**config.mk**
```make
export PLATFORM = sky130hd
export DESIGN_NAME = reg_wr_arbiter
export DESIGN_NICKNAME = d
export VERILOG_FILES = /design/src/rtl/reg_wr_arbiter.sv
export SDC_FILE = /design/constraint.sdc
export NUM_CORES = 1
export LEC_CHECK = 0
export ABC_AREA = 1
export ABC_CLOCK_PERIOD_IN_PS = 3200
export BUFFER_PORTS_ARGS = -buffer_cell sky130_fd_sc_hd__buf_4
export CORE_MARGIN = 2
export CORE_UTILIZATION = 51
export DETAILED_ROUTE_END_ITERATION = 10
export HOLD_SLACK_MARGIN = 0.15
export PLACE_DENSITY = 0.94
export SYNTH_ARGS = -nofsm -noshare
export SYNTH_HDL_FRONTEND = slang
export SYNTH_SLANG_ARGS = --single-unit
export TNS_END_PERCENT = 5
```
**constraint.sdc**
```tcl
create_clock -name Clock -period 3.2 [get_ports Clock]
set_input_delay 0.64 -clock Clock [delete_from_list [all_inputs] [get_ports Clock]]
set_output_delay 0.64 -clock Clock [all_outputs]
set_load 0.005 [all_outputs]
```
**src/rtl/reg_wr_arbiter.sv**
```systemverilog
// Round-robin arbiter sharing the register-file write port between an ALU (A)
// and a load unit (B), with one registered output stage and read-hazard detection.
module reg_wr_arbiter #(
   parameter int n  = 32,
   parameter int AW = 5
) (
   input  logic          Clock,
   input  logic          Reset,
   input  logic          a_valid,
   input  logic [AW-1:0] a_addr,
   input  logic [n-1:0]  a_data,
   output logic          a_ready,
   input  logic          b_valid,
   input  logic [AW-1:0] b_addr,
   input  logic [n-1:0]  b_data,
   output logic          b_ready,
   output logic          RegWr,
   output logic [AW-1:0] Rv,
   output logic [n-1:0]  busV,
   input  logic [AW-1:0] qa,
   input  logic [AW-1:0] qb,
   output logic          hazard,
   output logic [15:0]   wr_cnt
);

   logic          regwr_q, regwr_d;
   logic [AW-1:0] rv_q, rv_d;
   logic [n-1:0]  busv_q, busv_d;
   logic          prio_q, prio_d;   // 0: A holds priority, 1: B holds priority
   logic [15:0]   cnt_q, cnt_d;
   logic          grant_a, grant_b;

   function automatic logic addr_hit(input logic [AW-1:0] x,
                                     input logic          wr_en,
                                     input logic [AW-1:0] wr_addr,
                                     input logic          av,
                                     input logic [AW-1:0] aa,
                                     input logic          bv,
                                     input logic [AW-1:0] ba);
      return (x != '0) && ((wr_en && (x == wr_addr)) ||
                           (av && (x == aa)) ||
                           (bv && (x == ba)));
   endfunction

   always_comb begin
      grant_a = !Reset && a_valid && (!b_valid || !prio_q);
      grant_b = !Reset && b_valid && (!a_valid || prio_q);
   end

   always_comb begin
      regwr_d = 1'b0;
      rv_d    = rv_q;
      busv_d  = busv_q;
      prio_d  = prio_q;
      cnt_d   = cnt_q;
      if (grant_a) begin
         prio_d = 1'b1;
         if (a_addr != '0) begin
            regwr_d = 1'b1;
            rv_d    = a_addr;
            busv_d  = a_data;
         end
      end else if (grant_b) begin
         prio_d = 1'b0;
         if (b_addr != '0) begin
            regwr_d = 1'b1;
            rv_d    = b_addr;
            busv_d  = b_data;
         end
      end
      if (regwr_d && (cnt_q != 16'hFFFF)) begin
         cnt_d = cnt_q + 16'd1;
      end
   end

   always_ff @(posedge Clock) begin
      if (Reset) begin
         regwr_q <= 1'b0;
         rv_q    <= '0;
         busv_q  <= '0;
         prio_q  <= 1'b0;
         cnt_q   <= '0;
      end else begin
         regwr_q <= regwr_d;
         rv_q    <= rv_d;
         busv_q  <= busv_d;
         prio_q  <= prio_d;
         cnt_q   <= cnt_d;
      end
   end

   // Masking with Reset keeps a write caught in the output stage from reaching
   // the register file on the negedge that follows the reset request.
   assign RegWr   = regwr_q && !Reset;
   assign Rv      = rv_q;
   assign busV    = busv_q;
   assign wr_cnt  = cnt_q;
   assign a_ready = grant_a;
   assign b_ready = grant_b;
   assign hazard  = !Reset &&
                    (addr_hit(qa, regwr_q, rv_q, a_valid, a_addr, b_valid, b_addr) ||
                     addr_hit(qb, regwr_q, rv_q, a_valid, a_addr, b_valid, b_addr));

endmodule

```
# Word-level counts from Yosys, hierarchy flattened
# Index checks and enable logic that the tools add are counted.
[word_totals]
inputBits = 88
mem_bits_ro = 0
reg_bits = 55
ram_bits = 0
out_inout_bits = 57
latchBits = 0
mem_count = 0
[classes]
n_reduce_logical = 33
div_mod_pow = 0
addsub = 1
n_mul = 0
muxes = 14
n_lt_le_gt_ge = 0
bitwise_logic = 0
shift = 0
eq_ne = 8
[op_table]
columns = ["operator", "n"]
rows = [
  ["$mux W32", 4],
  ["$eq A5 B5 Y1", 6],
  ["$mux W5", 4],
  ["$reduce_bool A5 Y1", 4],
  ["$add A16 B1 Y16 const B", 1],
  ["$ne A16 B16 Y1 const B", 1],
  ["$logic_and A1 B1 Y1", 15],
  ["$logic_or A1 B1 Y1", 7],
  ["$mux W1", 6],
  ["$logic_not A1 Y1", 4],
  ["$reduce_bool A2 Y1", 2],
  ["$reduce_and A3 Y1", 1],
  ["$ne A2 B1 Y1 const B", 1],
]

# Logic depth before layout (Yosys ltp)
[logic_depth]
word_depth = 7
mapped_depth = 11

# Worst setup path before layout
# OpenSTA, ideal clock, no wires.
[synth_timing]
path_type = "input to output"
from = "input port Reset"
to = "output port a_ready"
required_time_ns = 2.560
arrival_ns = 1.283
cell_stages = 5
slack_ns = 1.277
n_path_buf = 2
path_cell_list = "buf_6 > inv_6 > nand3_4 > inv_4 > clkbuf_1"
[synth_between]
elab_chain_cells = 3
[synth_lines]
columns = ["item", "line", "source"]
rows = [
  ["start: declaration", "8", "input logic Reset,"],
  ["$logic_not A1 Y1", "46", "grant_a = !Reset && a_valid && (!b_valid || !prio_q);"],
  ["$logic_and A1 B1 Y1 (2 in series)", "46", ""],
  ["end: declaration", "12", "output logic a_ready,"],
]
# Every way passes these cells.

# Final worst setup path
[layout_timing]
from = "input port Reset"
to = "register busv_q[12], in the netlist busV[12]"
[layout_between]
elab_chain_cells = 5
[layout_lines]
columns = ["item", "line", "source"]
rows = [
  ["$logic_not A1 Y1", "46, 47", ""],
  ["$logic_and A1 B1 Y1 (on tied branches) (2 in series)", "46, 47", ""],
  ["$ne A2 B1 Y1 (no source line) or $reduce_bool A2 Y1 (tied branches)", "n/a", ""],
  ["$reduce_and A3 Y1 (no source line)", "n/a", ""],
  ["end signal: assignment", "86", "busv_q <= busv_d;"],
  ["end: declaration", "28", "logic [n-1:0] busv_q, busv_d;"],
]
# Several ways; a longest one is shown, not always the timed one.
# A chain may end at the register's enable or synchronous reset.

==> metrics.md <==
| Metric | Value |
|---|---|
| Startpoint types | `input pin` |
| Worst-path cell chain | `buf_4 -> inv_6 -> nand3_4 -> inv_4 -> nand2_1 -> nand2_2 -> buf_4 -> o21ai_0 -> a31oi_1` |
| Synth Area in XOR/XNOR | `3.298%` |
| Cts repair resizes | `0` |
| Antenna diodes | `0` |
| Final ANT Viol Nets | `0` |
| RSZ-0062 raised after global routing | `false` |
| CP max stage delay | `0.41 ns` |
| Worst Min Path Start | `wr_cnt[13]$_SDFFE_PP0P_` |
| Die Area | `0.006897 mm^2` |
| Sw Share | `28.27%` |
| Yosys top cell area share | `34.55%` |
| Layout Area Growth over Synthesis | `36.79%` |
| Switch Pwr | `456.0 uW` |
| Met3 usage | `5.070%` |
| Minimum clock period | `2.424 ns` |
| Synth unique cells | `29` |
| Syn_nets | `583` |
| PnR Total Power | `1.613 mW` |
| Crit path max-delay family | `buffers and inverters` |
| Syn Inst Count | `494` |
| Power share of the clock group | `27.8%` |
| Synth Area in Simple Gates | `34.00%` |
| Fin nets | `714` |
| Die height | `83.05 um` |
| Sequential share of the synthesized area | `34.55%` |
| Iter 0 DRT Violations | `206` |
| Synth cell count leaders | `180 x nand2_1, 55 x dfxtp_1, 50 x o21ai_0` |
| Synthesis warning total | `0` |
| DRC violations left | `0` |
| CP bufs+invs | `4` |
| Fillers | `490` |
| PortBufs | `144` |
| Seq pwr share | `47.8%` |
| Setup slack after layout | `0.7759 ns` |
| Power share of the combinational group | `24.5%` |
| Hold Crit Endpoint | `wr_cnt[13]$_SDFFE_PP0P_` |
| Vias in the first global route | `3,520` |
| Clock slew at reported path FFs | `0.09 ns` |
| R2R cell count | `8` |
| Worst setup EP type | `register` |
| Clock Path Buffers | `2` |
| Synth area leader | `dfxtp_1` |
| Max Slew Vio Count | `0` |
| Layout cell share with drive strength beyond 1 | `28.96%` |
| Min-Delay Path Class | `reg -> reg` |
| Die W | `83.05 um` |
| FF-to-FF End | `busV[12]$_SDFFE_PP0P_` |
| Multiplexer area fraction after synthesis | `0%` |
| Starting Density | `53.20%` |
| IO Count | `145` |
| Clk root buf | `clkbuf_8` |
| Total congestion overflow | `0` |
| Most common cell in the netlist | `nand2_1` |
| Busiest metal layer after global routing | `met2` |
| Top FF cell, synth | `dfxtp_1` |
| Final Hold Fails | `0` |
| Via density | `5.306` |
| Row count | `28` |
| Finished Cell Area | `0.004359 mm^2` |
| Worst-path fanout max | `44` |
| CTS tree | `done` |
| Final wirelength | `9.515 mm` |
| Synth Area in Adders | `0.3926%` |
| Core Region | `0.005991 mm^2` |
| Clock skew | `0.006898 ns` |
| First drt pass iteration count | `5` |
| Setup WS pre-CTS | `0.4374 ns` |
| Placer congestion estimate | `0.9912` |
| Dpl hpwl | `7.432 mm` |
| Crit path max-delay cell type | `buf_4` |
| Setup Crit Path Kind | `in -> reg` |
| GR Util met2 | `49.63%` |
| Syn Area/Cell | `6.451 um^2` |
| Setup_tns | `0 ns` |
| Reg2reg start | `prio_q$_SDFFE_PP0P_` |
| Global Route Usage Sum | `27.78%` |
| Met1 Use GR | `34.06%` |
| Max-cap viol count | `0` |
| Largest family of logic cells by synthesized area | `simple AND/OR/NAND/NOR gates` |
| Syn Std Cell Area | `0.003187 mm^2` |
| Setup Fix Bufs, Post-CTS | `0` |
| Most frequent CP cell | `buf_4` |
| Wire length per cell | `13.59 um` |
| Worst Path Arrival | `2.65 ns` |
| CTS Sinks | `55` |
| # hold bufs at CTS | `0` |
| CTS Buf Count | `5` |
| Req. time, crit path | `3.42 ns` |
| First-pass GRT wire length | `16.10 mm` |
| Synth Area in Compound Gates | `19.08%` |
| Final period utilization | `75.75%` |
| Synth top area cells | `dfxtp_1 35%, nand2_1 21%, o21ai_0 7.9%, a31oi_1 6.3%, nor2_1 4.7%` |
| Setup slack, reg-to-reg | `1.12 ns` |
| Via count | `3,714` |
| Initial antenna violation count | `0` |
| Clock Latency Late Sink | `0.31 ns` |
| H-tree depth reported by CTS | `2` |
| Max_slew headroom | `72.61%` |
| Leakage | `2.112 nW` |
| Status | `complete, no violations` |
| Fmax | `0.4125 GHz` |
| Least-Margin Pin Slew | `0.4094 ns` |
| Share of flip-flops with an asynchronous set or reset | `0%` |
| Post-synth EDFFs | `0` |
| P_int | `1.157 mW` |
| Pwr per Cell Area | `370.0 mW/mm^2` |
| Yosys reg bits | `55` |
| Area after DPL | `0.004257 mm^2` |
| Final setup viols | `0` |
| Peak supply drop | `264.1 uV` |
| Hold Path Stages | `2` |
| Largest net degree at the start of global routing | `45` |
[how the worst max path moves through the flow]
stage	from	to	slack [ns]	cells past startpoint
2_1_floorplan	Reset	a_ready	1.28	5
3_3_place_gp	Reset	busV[31]$_SDFFE_PP0P_	0.59	9
3_5_place_dp	Reset	busV[12]$_SDFFE_PP0P_	0.44	9
4_1_cts	Reset	busV[12]$_SDFFE_PP0P_	0.77	9
5_1_grt	Reset	busV[12]$_SDFFE_PP0P_	0.51	9
6_report	Reset	busV[12]$_SDFFE_PP0P_	0.78	9
[area by class of cell]
type / count / area (um^2) / share of cell area, %
clock inverters: 1 / 30.03 / 0.6889
well taps: 75 / 93.84 / 2.153
repair buffers: 146 / 1096 / 25.14
clock buffers: 6 / 72.57 / 1.665
flip-flops and latches: 55 / 1101 / 25.26
multi-input cells: 378 / 1809 / 41.50
inverters: 39 / 156.4 / 3.588
[stage by stage]
stage                     utilization [%]  instances  hold slack [ns]
after detailed placement            71.05        693           0.5131
after CTS                           72.77        700           0.5263
after global placement              71.05        693           0.4906
final                               72.77        700           0.5240
after floorplan                         -        494           0.4843
after global routing                72.77        700           0.5587
[power by group through the flow]
| stage | combinational [mW] | sequential (mW) | clock [mW] |
|---|---|---|---|
| 2_1_floorplan | 0.189 | 0.780 | 0 |
| 3_3_place_gp | 0.384 | 0.784 | 0 |
| 3_5_place_dp | 0.393 | 0.785 | 0 |
| 4_1_cts | 0.394 | 0.770 | 0.446 |
| 5_1_grt | 0.440 | 0.776 | 0.476 |
| 6_report | 0.395 | 0.770 | 0.448 |
[state kept, by name, indices dropped and copies added (netlist names)]
name	flops
busV	32
prio_q	1
Rv	5
regwr_q	1
wr_cnt	16
[kinds of logic after synthesis]
logic type / after synthesis
and+or+nand+nor: 260
AOI/OAI and AO/OA: 105
buffers and inverters: 61
DFF: 55
xor gates and xnor gates: 12
adders and majority gates: 1
[cells in the final DEF (no fill, tap or decap), drive strengths merged]
| cell type | instances |
|---|---|
| nand2 | 191 |
| buf | 146 |
| dfxtp | 55 |
| o21ai | 50 |
| nor2 | 40 |
| inv | 39 |
| a31oi | 32 |
| a21oi | 22 |
| nand3 | 19 |
| xor2 | 8 |
| nor3 | 6 |
| clkbuf | 6 |
| xnor2 | 4 |
| nand4 | 3 |
| o211a | 1 |
| and2 | 1 |
| ha | 1 |
| bufinv | 1 |
[per-layer routing]
layer / wire length (um) / up-vias
met1: 3818 / 1663
met5: 0 / -
met3: 674 / 18
met2: 4871 / 173
li1: - / 1860
met4: 151 / 0
[worst min-delay path: cells and delay by family (launching register included)]
| family | cells | cell delay, ns |
|---|---|---|
| DFF | 1 | 0.35 |
| AOI/OAI and AO/OA | 1 | 0.06 |
| and+or+nand+nor | 1 | 0.07 |
Power figures use the tool's default switching activity.
